`src/rtl/sid_env_pkg.sv`:
```
`timescale 1ns/1ps
// Shared types, rate/LFSR tables and reset constants for the
// three-voice SID envelope scheduler (sid_env_sched).
package sid_env_pkg;

    localparam int NUM_VOICES = 3;

    localparam int VOICE_STRIDE = 7;
    localparam int OFF_GATE     = 4;
    localparam int OFF_AD       = 5;
    localparam int OFF_SR       = 6;

    typedef struct packed {
        logic [7:0]  env;
        logic [14:0] lfsr15;
        logic [4:0]  lfsr5;
        logic [5:0]  sel;
        logic        dir;
        logic        gate_lag;
    } env_ctx_t;

    typedef struct packed {
        logic       gate;
        logic [3:0] att;
        logic [3:0] dec;
        logic [3:0] sus;
        logic [3:0] rel;
    } voice_cfg_t;

    typedef enum logic [1:0] {
        S_IDLE,
        S_RUN0,
        S_RUN1,
        S_RUN2
    } sched_state_t;

    localparam env_ctx_t CTX_RST = '{
        env:      8'h00,
        lfsr15:   15'h7FFF,
        lfsr5:    5'h1F,
        sel:      6'b000001,
        dir:      1'b0,
        gate_lag: 1'b0
    };

    localparam voice_cfg_t CFG_RST = '{
        gate: 1'b0,
        att:  4'h0,
        dec:  4'h0,
        sus:  4'hF,
        rel:  4'h0
    };

    // 15-bit LFSR value that ends one rate period
    function automatic logic [14:0] rate_tbl(input logic [3:0] r);
        logic [14:0] v;
        case (r)
            4'd0:    v = 15'h7F00;
            4'd1:    v = 15'h0006;
            4'd2:    v = 15'h003C;
            4'd3:    v = 15'h0330;
            4'd4:    v = 15'h20C0;
            4'd5:    v = 15'h6755;
            4'd6:    v = 15'h3800;
            4'd7:    v = 15'h500E;
            4'd8:    v = 15'h1212;
            4'd9:    v = 15'h0222;
            4'd10:   v = 15'h1848;
            4'd11:   v = 15'h59B8;
            4'd12:   v = 15'h3840;
            4'd13:   v = 15'h77E2;
            4'd14:   v = 15'h7625;
            default: v = 15'h0A93;
        endcase
        return v;
    endfunction

    function automatic logic [5:0] lfsr5_match(input logic [4:0] l);
        return {l == 5'h0F, l == 5'h08, l == 5'h1B,
                l == 5'h11, l == 5'h1C, l == 5'h1E};
    endfunction

    function automatic logic dec_thr(input logic [7:0] e);
        return (e == 8'h5D) || (e == 8'h36) || (e == 8'h1A) ||
               (e == 8'h0E) || (e == 8'h06) || (e == 8'h00);
    endfunction

endpackage

```
`src/rtl/sid_env_step.sv`:
```
`timescale 1ns/1ps
// One envelope step for a single voice: stored context plus voice
// configuration in, next context out. Purely combinational.
module sid_env_step
    import sid_env_pkg::*;
(
    input  env_ctx_t   i_ctx,
    input  logic       i_gate,
    input  logic [3:0] i_att,
    input  logic [3:0] i_dec,
    input  logic [3:0] i_sus,
    input  logic [3:0] i_rel,
    output env_ctx_t   o_ctx
);

    logic [3:0]  w_rate;
    logic [14:0] w_n15;
    logic [4:0]  w_n5;
    logic        w_r15;
    logic        w_r5;
    logic [7:0]  w_lvl;

    always_comb begin
        w_rate = !i_gate ? i_rel : (i_ctx.dir ? i_att : i_dec);
        w_n15  = {i_ctx.lfsr15[13:0], i_ctx.lfsr15[13] ^ i_ctx.lfsr15[14]};
        w_n5   = {i_ctx.lfsr5[3:0], i_ctx.lfsr5[2] ^ i_ctx.lfsr5[4]};
        w_r15  = (w_n15 == rate_tbl(w_rate));
        w_r5   = w_r15 && |(lfsr5_match(w_n5) & i_ctx.sel);
        w_lvl  = {i_sus, i_sus};
    end

    always_comb begin
        o_ctx = i_ctx;

        o_ctx.lfsr15 = w_r15 ? 15'h7FFF : w_n15;
        if (w_r15) begin
            o_ctx.lfsr5 = w_r5 ? 5'h1F : w_n5;
        end

        if (!i_gate) begin
            o_ctx.dir = 1'b0;
        end else if (!i_ctx.gate_lag) begin
            o_ctx.dir = 1'b1;
        end else if (i_ctx.env == 8'hFF) begin
            o_ctx.dir = 1'b0;
        end
        o_ctx.gate_lag = i_gate;

        if (i_ctx.dir) begin
            o_ctx.sel = 6'b000001;
        end else if (w_r5 && dec_thr(i_ctx.env)) begin
            o_ctx.sel = i_ctx.sel << 1;
        end

        // decay only moves down toward sustain; a raised level holds env
        if (!i_gate) begin
            if (i_ctx.env != 8'h00 && w_r5) begin
                o_ctx.env = i_ctx.env - 8'd1;
            end
        end else if (!i_ctx.dir) begin
            if (i_ctx.env > w_lvl && w_r5) begin
                o_ctx.env = i_ctx.env - 8'd1;
            end
        end else if (w_r15 && i_ctx.env != 8'hFF) begin
            o_ctx.env = i_ctx.env + 8'd1;
        end
    end

endmodule

```
`src/rtl/sid_env_sched.sv`:
```
`timescale 1ns/1ps
// Time-multiplexed envelope controller for three SID voices.
// Define SID_ENV_READBACK_EN for the ENV3 capture register (offset 1C).
module sid_env_sched
    import sid_env_pkg::*;
#(
    parameter logic [4:0] BASE_ADDR = 5'h00
) (
    input  logic       CLK,
    input  logic       RST,
    input  logic       CLKen,
    input  logic       WR,
    input  logic [4:0] ADDR,
    input  logic [7:0] DATA,
    output logic [7:0] OUT0,
    output logic [7:0] OUT1,
    output logic [7:0] OUT2,
    output logic       BUSY,
    output logic       OVERRUN,
    output logic [7:0] ENV3
);

    sched_state_t r_state;
    logic         r_pend;
    logic         r_busy;
    logic         r_overrun;

    env_ctx_t     r_ctx [NUM_VOICES];
    voice_cfg_t   r_cfg [NUM_VOICES];

    logic [4:0]   w_off;
    logic [2:0]   w_run;
    env_ctx_t     w_ctx;
    env_ctx_t     w_ctx_nxt;
    voice_cfg_t   w_cfg;

    assign w_off = ADDR - BASE_ADDR;
    assign w_run = {r_state == S_RUN2, r_state == S_RUN1, r_state == S_RUN0};

    always_ff @(posedge CLK) begin
        if (RST) begin
            for (int v = 0; v < NUM_VOICES; v++) begin
                r_cfg[v] <= CFG_RST;
            end
        end else if (WR) begin
            for (int v = 0; v < NUM_VOICES; v++) begin
                if (w_off == 5'(VOICE_STRIDE * v + OFF_GATE)) begin
                    r_cfg[v].gate <= DATA[0];
                end
                if (w_off == 5'(VOICE_STRIDE * v + OFF_AD)) begin
                    r_cfg[v].att <= DATA[7:4];
                    r_cfg[v].dec <= DATA[3:0];
                end
                if (w_off == 5'(VOICE_STRIDE * v + OFF_SR)) begin
                    r_cfg[v].sus <= DATA[7:4];
                    r_cfg[v].rel <= DATA[3:0];
                end
            end
        end
    end

    always_ff @(posedge CLK) begin
        if (RST) begin
            r_state   <= S_IDLE;
            r_pend    <= 1'b0;
            r_busy    <= 1'b0;
            r_overrun <= 1'b0;
        end else begin
            unique case (r_state)
                S_IDLE: begin
                    if (CLKen || r_pend) begin
                        r_state <= S_RUN0;
                        r_busy  <= 1'b1;
                        r_pend  <= 1'b0;
                    end
                end
                S_RUN0: r_state <= S_RUN1;
                S_RUN1: r_state <= S_RUN2;
                S_RUN2: begin
                    r_state <= S_IDLE;
                    r_busy  <= 1'b0;
                end
                default: begin
                    r_state <= S_IDLE;
                    r_busy  <= 1'b0;
                end
            endcase
            // one tick may queue behind a running sequence; a second is lost
            if (r_state != S_IDLE && CLKen) begin
                if (r_pend) begin
                    r_overrun <= 1'b1;
                end else begin
                    r_pend <= 1'b1;
                end
            end
        end
    end

    always_comb begin
        w_ctx = r_ctx[0];
        w_cfg = r_cfg[0];
        for (int v = 1; v < NUM_VOICES; v++) begin
            if (w_run[v]) begin
                w_ctx = r_ctx[v];
                w_cfg = r_cfg[v];
            end
        end
    end

    sid_env_step u_step (
        .i_ctx  (w_ctx),
        .i_gate (w_cfg.gate),
        .i_att  (w_cfg.att),
        .i_dec  (w_cfg.dec),
        .i_sus  (w_cfg.sus),
        .i_rel  (w_cfg.rel),
        .o_ctx  (w_ctx_nxt)
    );

    always_ff @(posedge CLK) begin
        if (RST) begin
            for (int v = 0; v < NUM_VOICES; v++) begin
                r_ctx[v] <= CTX_RST;
            end
        end else begin
            for (int v = 0; v < NUM_VOICES; v++) begin
                if (w_run[v]) begin
                    r_ctx[v] <= w_ctx_nxt;
                end
            end
        end
    end

    assign OUT0    = r_ctx[0].env;
    assign OUT1    = r_ctx[1].env;
    assign OUT2    = r_ctx[2].env;
    assign BUSY    = r_busy;
    assign OVERRUN = r_overrun;

`ifdef SID_ENV_READBACK_EN
    logic [7:0] r_env3;

    always_ff @(posedge CLK) begin
        if (RST) begin
            r_env3 <= 8'h00;
        end else if (r_state == S_RUN2) begin
            r_env3 <= w_ctx_nxt.env;
        end
    end

    assign ENV3 = r_env3;
`else
    assign ENV3 = 8'h00;
`endif

endmodule
```
`config.mk`:
```
export PLATFORM = sky130hd
export DESIGN_NAME = sid_env_sched
export DESIGN_NICKNAME = d
export VERILOG_FILES = /design/src/rtl/sid_env_pkg.sv /design/src/rtl/sid_env_step.sv /design/src/rtl/sid_env_sched.sv
export SDC_FILE = /design/constraint.sdc
export NUM_CORES = 1
export LEC_CHECK = 0
export BUFFER_PORTS_ARGS = -buffer_cell sky130_fd_sc_hd__buf_4
export CAP_MARGIN = 20
export CORE_ASPECT_RATIO = 1.4
export CORE_MARGIN = 5
export CORE_UTILIZATION = 25
export CTS_BUF_LIST = sky130_fd_sc_hd__clkbuf_2
export DETAILED_ROUTE_END_ITERATION = 16
export PLACE_DENSITY = 0.47
export SLEW_MARGIN = 25
export SYNTH_ARGS = -nofsm -noshare
export SYNTH_HDL_FRONTEND = slang
export SYNTH_SLANG_ARGS = --single-unit
```
`constraint.sdc`:
```
create_clock -name CLK -period 10.75 [get_ports CLK]
set_input_delay 3.225 -clock CLK [delete_from_list [all_inputs] [get_ports CLK]]
set_output_delay 3.225 -clock CLK [all_outputs]
set_load 0.01 [all_outputs]
```
### Word-level counts from Yosys, hierarchy flattened

Memory sizes are Yosys's and may differ from the RTL's.
Cells that the tools add are included.

| word-level totals | value |
|---|---|
| input bits | 17 |
| output and inout port bits | 34 |
| word-level logic and storage cells | 170 |
| bits in read-only memories | 240 |
| register bits after elaboration | 5 |
| RAM bits | 159 |
| memories kept | 3 |

Memories:

| memory | words | bits a word | read ports | clocked after memory_dff | wr ports | RTL line | source |
|---|---|---|---|---|---|---|---|
| (no name shown) | 16 | 15 | 1 | 0 | 0 | sid_env_pkg.sv:57 | `case (r)` |
| r_ctx | 3 | 36 | 3 | 0 | 3 | sid_env_sched.sv:28 | `env_ctx_t r_ctx [NUM_VOICES];` |
| r_cfg | 3 | 17 | 3 | 0 | 3 | sid_env_sched.sv:29 | `voice_cfg_t r_cfg [NUM_VOICES];` |

| cells by class | value |
|---|---|
| muxes and demuxes | 92 |
| reduce and logical (&&, ||, !) cells | 20 |
| add/sub/neg operators | 2 |
| magnitude comparators | 1 |
| bitwise operators | 21 |
| equal/unequal tests | 27 |

Operators by type and width:

| cell | count |
|---|---|
| $mux 36 | 5 |
| $mux 1 | 58 |
| $mux 4 | 14 |
| $mux 8 | 5 |
| $eq 5x5->1 const B | 7 |
| $mux 17 | 2 |
| $eq 5x4->1 const B | 5 |
| $or 1x1->1 | 18 |
| $eq 15x15->1 | 1 |
| $eq 5x3->1 const B | 3 |
| $mux 15 | 1 |
| $mux 6 | 2 |
| $mux 5 | 2 |
| $add 8x1->8 const B | 1 |
| $eq 8x3->1 const B | 1 |
| $eq 8x4->1 const B | 1 |
| $eq 8x5->1 const B | 1 |
| $eq 8x6->1 const B | 1 |
| $eq 8x7->1 const B | 1 |
| $eq 8x8->1 const B | 1 |
| $gt 8x8->1 | 1 |
| $logic_not 8->1 | 1 |
| $ne 8x8->1 const B | 1 |
| $pmux 2 s4 | 1 |
| other kinds (15) | 29 |

### Longest topological paths before layout

| depth | value |
|---|---|
| depth after elaboration | 13 |
| depth in mapped cells | 22 |
| mapped depth without buffers | 16 |

### By module

Synthesis repeated with hierarchy kept, for this count alone.

| second synthesis, totals | value |
|---|---|
| cell total of the unflattened synthesis | 835 |
| area total of the unflattened synthesis | 9,288.9 um^2 |

Modules (own cells, without submodules):

| module | area an instance (um^2) | sequential area each (um^2) | times used | cells each |
|---|---|---|---|---|
| sid_env_sched | 7,074.3 | 4,874.7 | 1 | 508 |
| sid_env_step | 2,214.6 | 0.0 | 1 | 327 |

### Least setup slack after synthesis

Ideal clock, no wire load.

| timing | value |
|---|---|
| path kind | input to register |
| start | input port RST |
| end | memory r_ctx[0][19] in the netlist's numbering, data pin |
| arrival | 4.357 ns |
| slack | 6.110 ns |
| data required time | 10.467 ns |
| library setup time | 0.283 ns |
| path buffers | 3 |
| cell stages on the path | 6 |
| cells stage by stage | clkbuf_1 or2_2 clkbuf_1 a21oi_4 buf_4 nand2_1 |

RTL lines:

| item | RTL line | source |
|---|---|---|
| start, declared | sid_env_sched.sv:10 | `input logic RST,` |
| end, declared | sid_env_sched.sv:28 |  |

==> flow_summary.yaml <==
clock_tree:
  cts_setup_buffers: 0
  clk_latency_ps: 770
  post_cts_resized: 0
  h-tree-depth: 4
  clkSlewWorstSetupHoldPaths_ps: 230
  holdBufCountCts: 0
  cts_buffer_depth: 2
  cts_made_buffers: 17
  root_buffer: "clkbuf_2"
  cts.sinks: 164
  cts_tree: "yes"
worst_hold_path:
  whs_path_depth: 2
  hold_path.class: "reg -> reg"
  min_delay_worst_endpoint: "OVERRUN"
  worstHoldStart: "OVERRUN"
synth:
  synth_edf_count: 159
  synthAdderAreaFrac_pct: 3.08
  synth_top_family_by_area: "simple AND/OR/NAND/NOR gates"
  avgSynthCellArea_um2: 11.8
  synth_compound_area_share_pct: 13.0
  synth_top_area_share_pct: 51.0
  yosys.area.top_type: "edfxtp_1"
  synth-xor-area-share_pct: 1.48
  synth_flop_cell: "edfxtp_1"
  synthArstFlopShare_pct: 0
  synth.area.top_cells: "edfxtp_1 (51%), mux2i_1 (7.5%), ha_1 (3.1%)"
  synth_seq_cells: 164
  synth.distinct_cells: 93
  yosys.area_share.simple_pct: 14.6
  ys_seq_area_share_pct: 52.1
  synthMuxAreaShare_pct: 9.31
  syn_area_um2: 9360
  yosys_warnings: 0
  syn_inst: 792
drt:
  ant_nets: 0
  wl_per_cell_um: 18.0
  routed_via_density: 4.83
  num_vias: 6168
  routed_wl_um: 23000
  drt_first_pass_iters: 5
  route.detailed.drc: 0
  drt_iter0_markers: 310
worst_setup_path:
  start_kind: "flop"
  end_kind: "flop"
  reg2reg_depth: 16
  cp_slowest_cell: "and4b_1"
  worst-setup-path-type: "reg -> reg"
  r2r_slack_ps: 4810
  max_stage_delay_ps: 660
  r2r_end: "r_ctx[0][8]"
  crit_required_ps: 11220
  cp.arrival_ps: 6410
  worst-path-max-fanout: 54
  reg2reg_from: "r_state[1]"
  cp_cell_sequence: "ha_2, buf_4, inv_1, and2_4, a211o_1, inv_2, ha_1, inv_1, nor4_1, a211o_1, a21oi_1, a2111oi_2, and4b_1, nand2_2, nor3_1, a22oi_1"
floorplan:
  core_area_um2: 36900
  die-height_um: 239
  dieArea_um2: 41400
  io_pins: 51
  die_w_um: 174
  start_util_pct: 25.4
  rows: 83
global_routing:
  grt_pass1_vias: 6257
  grt_pass1_wl_um: 35800
  track_usage_pct: 11.0
  grt_max_degree: 55
  antenna_found_initial: 1
  grt-ovfl-total: 0
finish:
  fin_util_pct: 27.4
  finalNonFillerCells: 1276
  layout_commonest_cell: "edfxtp_1"
  drive_gt1_share_pct: 17.2
  syn2layout_area_growth_pct: 8.08
  layout_common_cells: "edfxtp_1 (159), mux2i_1 (69), nand2_1 (58)"
  finalNetCount: 835
timing:
  clock.fmax_mhz: 168
  min_period_over_period_pct: 55.2
  hold_viol: 0
  min_period_ps: 5940
  setup_violations: 0
  clock_skew_ps: 46.0
  relSlewSlack_pct: 40.8
  hold_slack_ps: 500
  rsz0062_at_grt: "no"
  tightestPinTransition_ps: 880
  finalMaxSlewViolations: 0
  finalWorstSetupSlack_ps: 4810
  finalSetupTns_ps: 0
power_and_ir_drop:
  p_leak_uw: 0.00338
  ir_worst_vdd_v: 0.0000770
  p_per_area_nw_per_um2: 246
place:
  place_congestion: 0.836
  pre_cts_ws_ps: 4710
  dp_hpwl_um: 16400
  io_buffer_count: 42
  dpl.cell_count: 1243
run_status:
  status: "finished clean"
job:
  maxCapViolCount: 0
==> cell usage after synthesis (all sizes together), types with 11 or more instances <==
library cell / instances
a21o: 12
and2: 25
nor3: 11
o21a: 12
edfxtp: 159
buf: 63
inv: 19
mux2i: 72
nor2: 51
a21oi: 37
ha: 23
o21ai: 31
nand2: 60
nand4: 14
nand3: 33
==> critical path: cells and delay by family, from the launching register on <==
family | cells | cell delay [ps]
AO/OA/AOI/OAI | 5 | 1190
adder cells (fa/ha/maj) | 2 | 850
buffers and inverters | 4 | 1030
flip-flops | 1 | 460
AND/OR/NAND/NOR | 5 | 2140
==> flip-flops by register name, indices dropped and copies added, names as in the netlist <==
name / flops
r_pend: 1
BUSY: 1
OVERRUN: 1
r_ctx: 108
r_cfg: 51
r_state: 2
==> cells by family after synthesis <==
family,after synthesis
xor gates and xnor gates,15
and+or+nand+nor,252
muxes,83
other,1
buffers and inverters,91
adders and majority gates,23
AOI/OAI and AO/OA,163
DFF,164
==> layout make-up <==
class / count / area [µm²]
timing repair buffer: 49 / 368
clock buffer: 19 / 95.1
multi-input combinational: 544 / 3940
clock inverter: 13 / 173
fill: 3832 / 26800
sequential: 164 / 4870
tap: 467 / 584
inverter: 19 / 73.8
antenna: 1 / 2.50
==> per-layer routing <==
metal	part of all wire, %	vias up	GRT usage [%]
met3	3.0	24	1.61
met2	53	146	20.2
met5	0	-	0
met4	2.2	0	4.40
met1	42	3040	12.9
li1	-	2958	-
==> power breakdown <==
part	leakage [µW]	total (µW)	switching, µW	internal, µW
combinational	0.00178	1240	799	444
sequential	0.00145	870	48.0	822
clock	0.000148	371	236	135
total	0.00338	2480	1080	1400
==> through the flow <==
step	total power, µW	instance area, µm²
final	2480	10100
after global routing	2660	10100
after CTS	2510	10100
after detailed placement	2130	9840
after global placement	2140	9830
after floorplan	1850	9380
==> worst max-delay path by stage <==
| stage | from | to | slack (ps) | cells after the start |
|---|---|---|---|---|
| 2_1_floorplan | RST | r_ctx[0][19] | 6110 | 6 |
| 3_3_place_gp | r_state[1] | r_ctx[0][44] | 4830 | 16 |
| 3_5_place_dp | r_state[1] | r_ctx[0][10] | 4710 | 16 |
| 4_1_cts | r_state[1] | r_ctx[0][82] | 4720 | 16 |
| 5_1_grt | r_state[1] | r_ctx[0][81] | 4380 | 16 |
| 6_report | r_state[1] | r_ctx[0][8] | 4810 | 16 |
(Power assumes the default switching activity.)
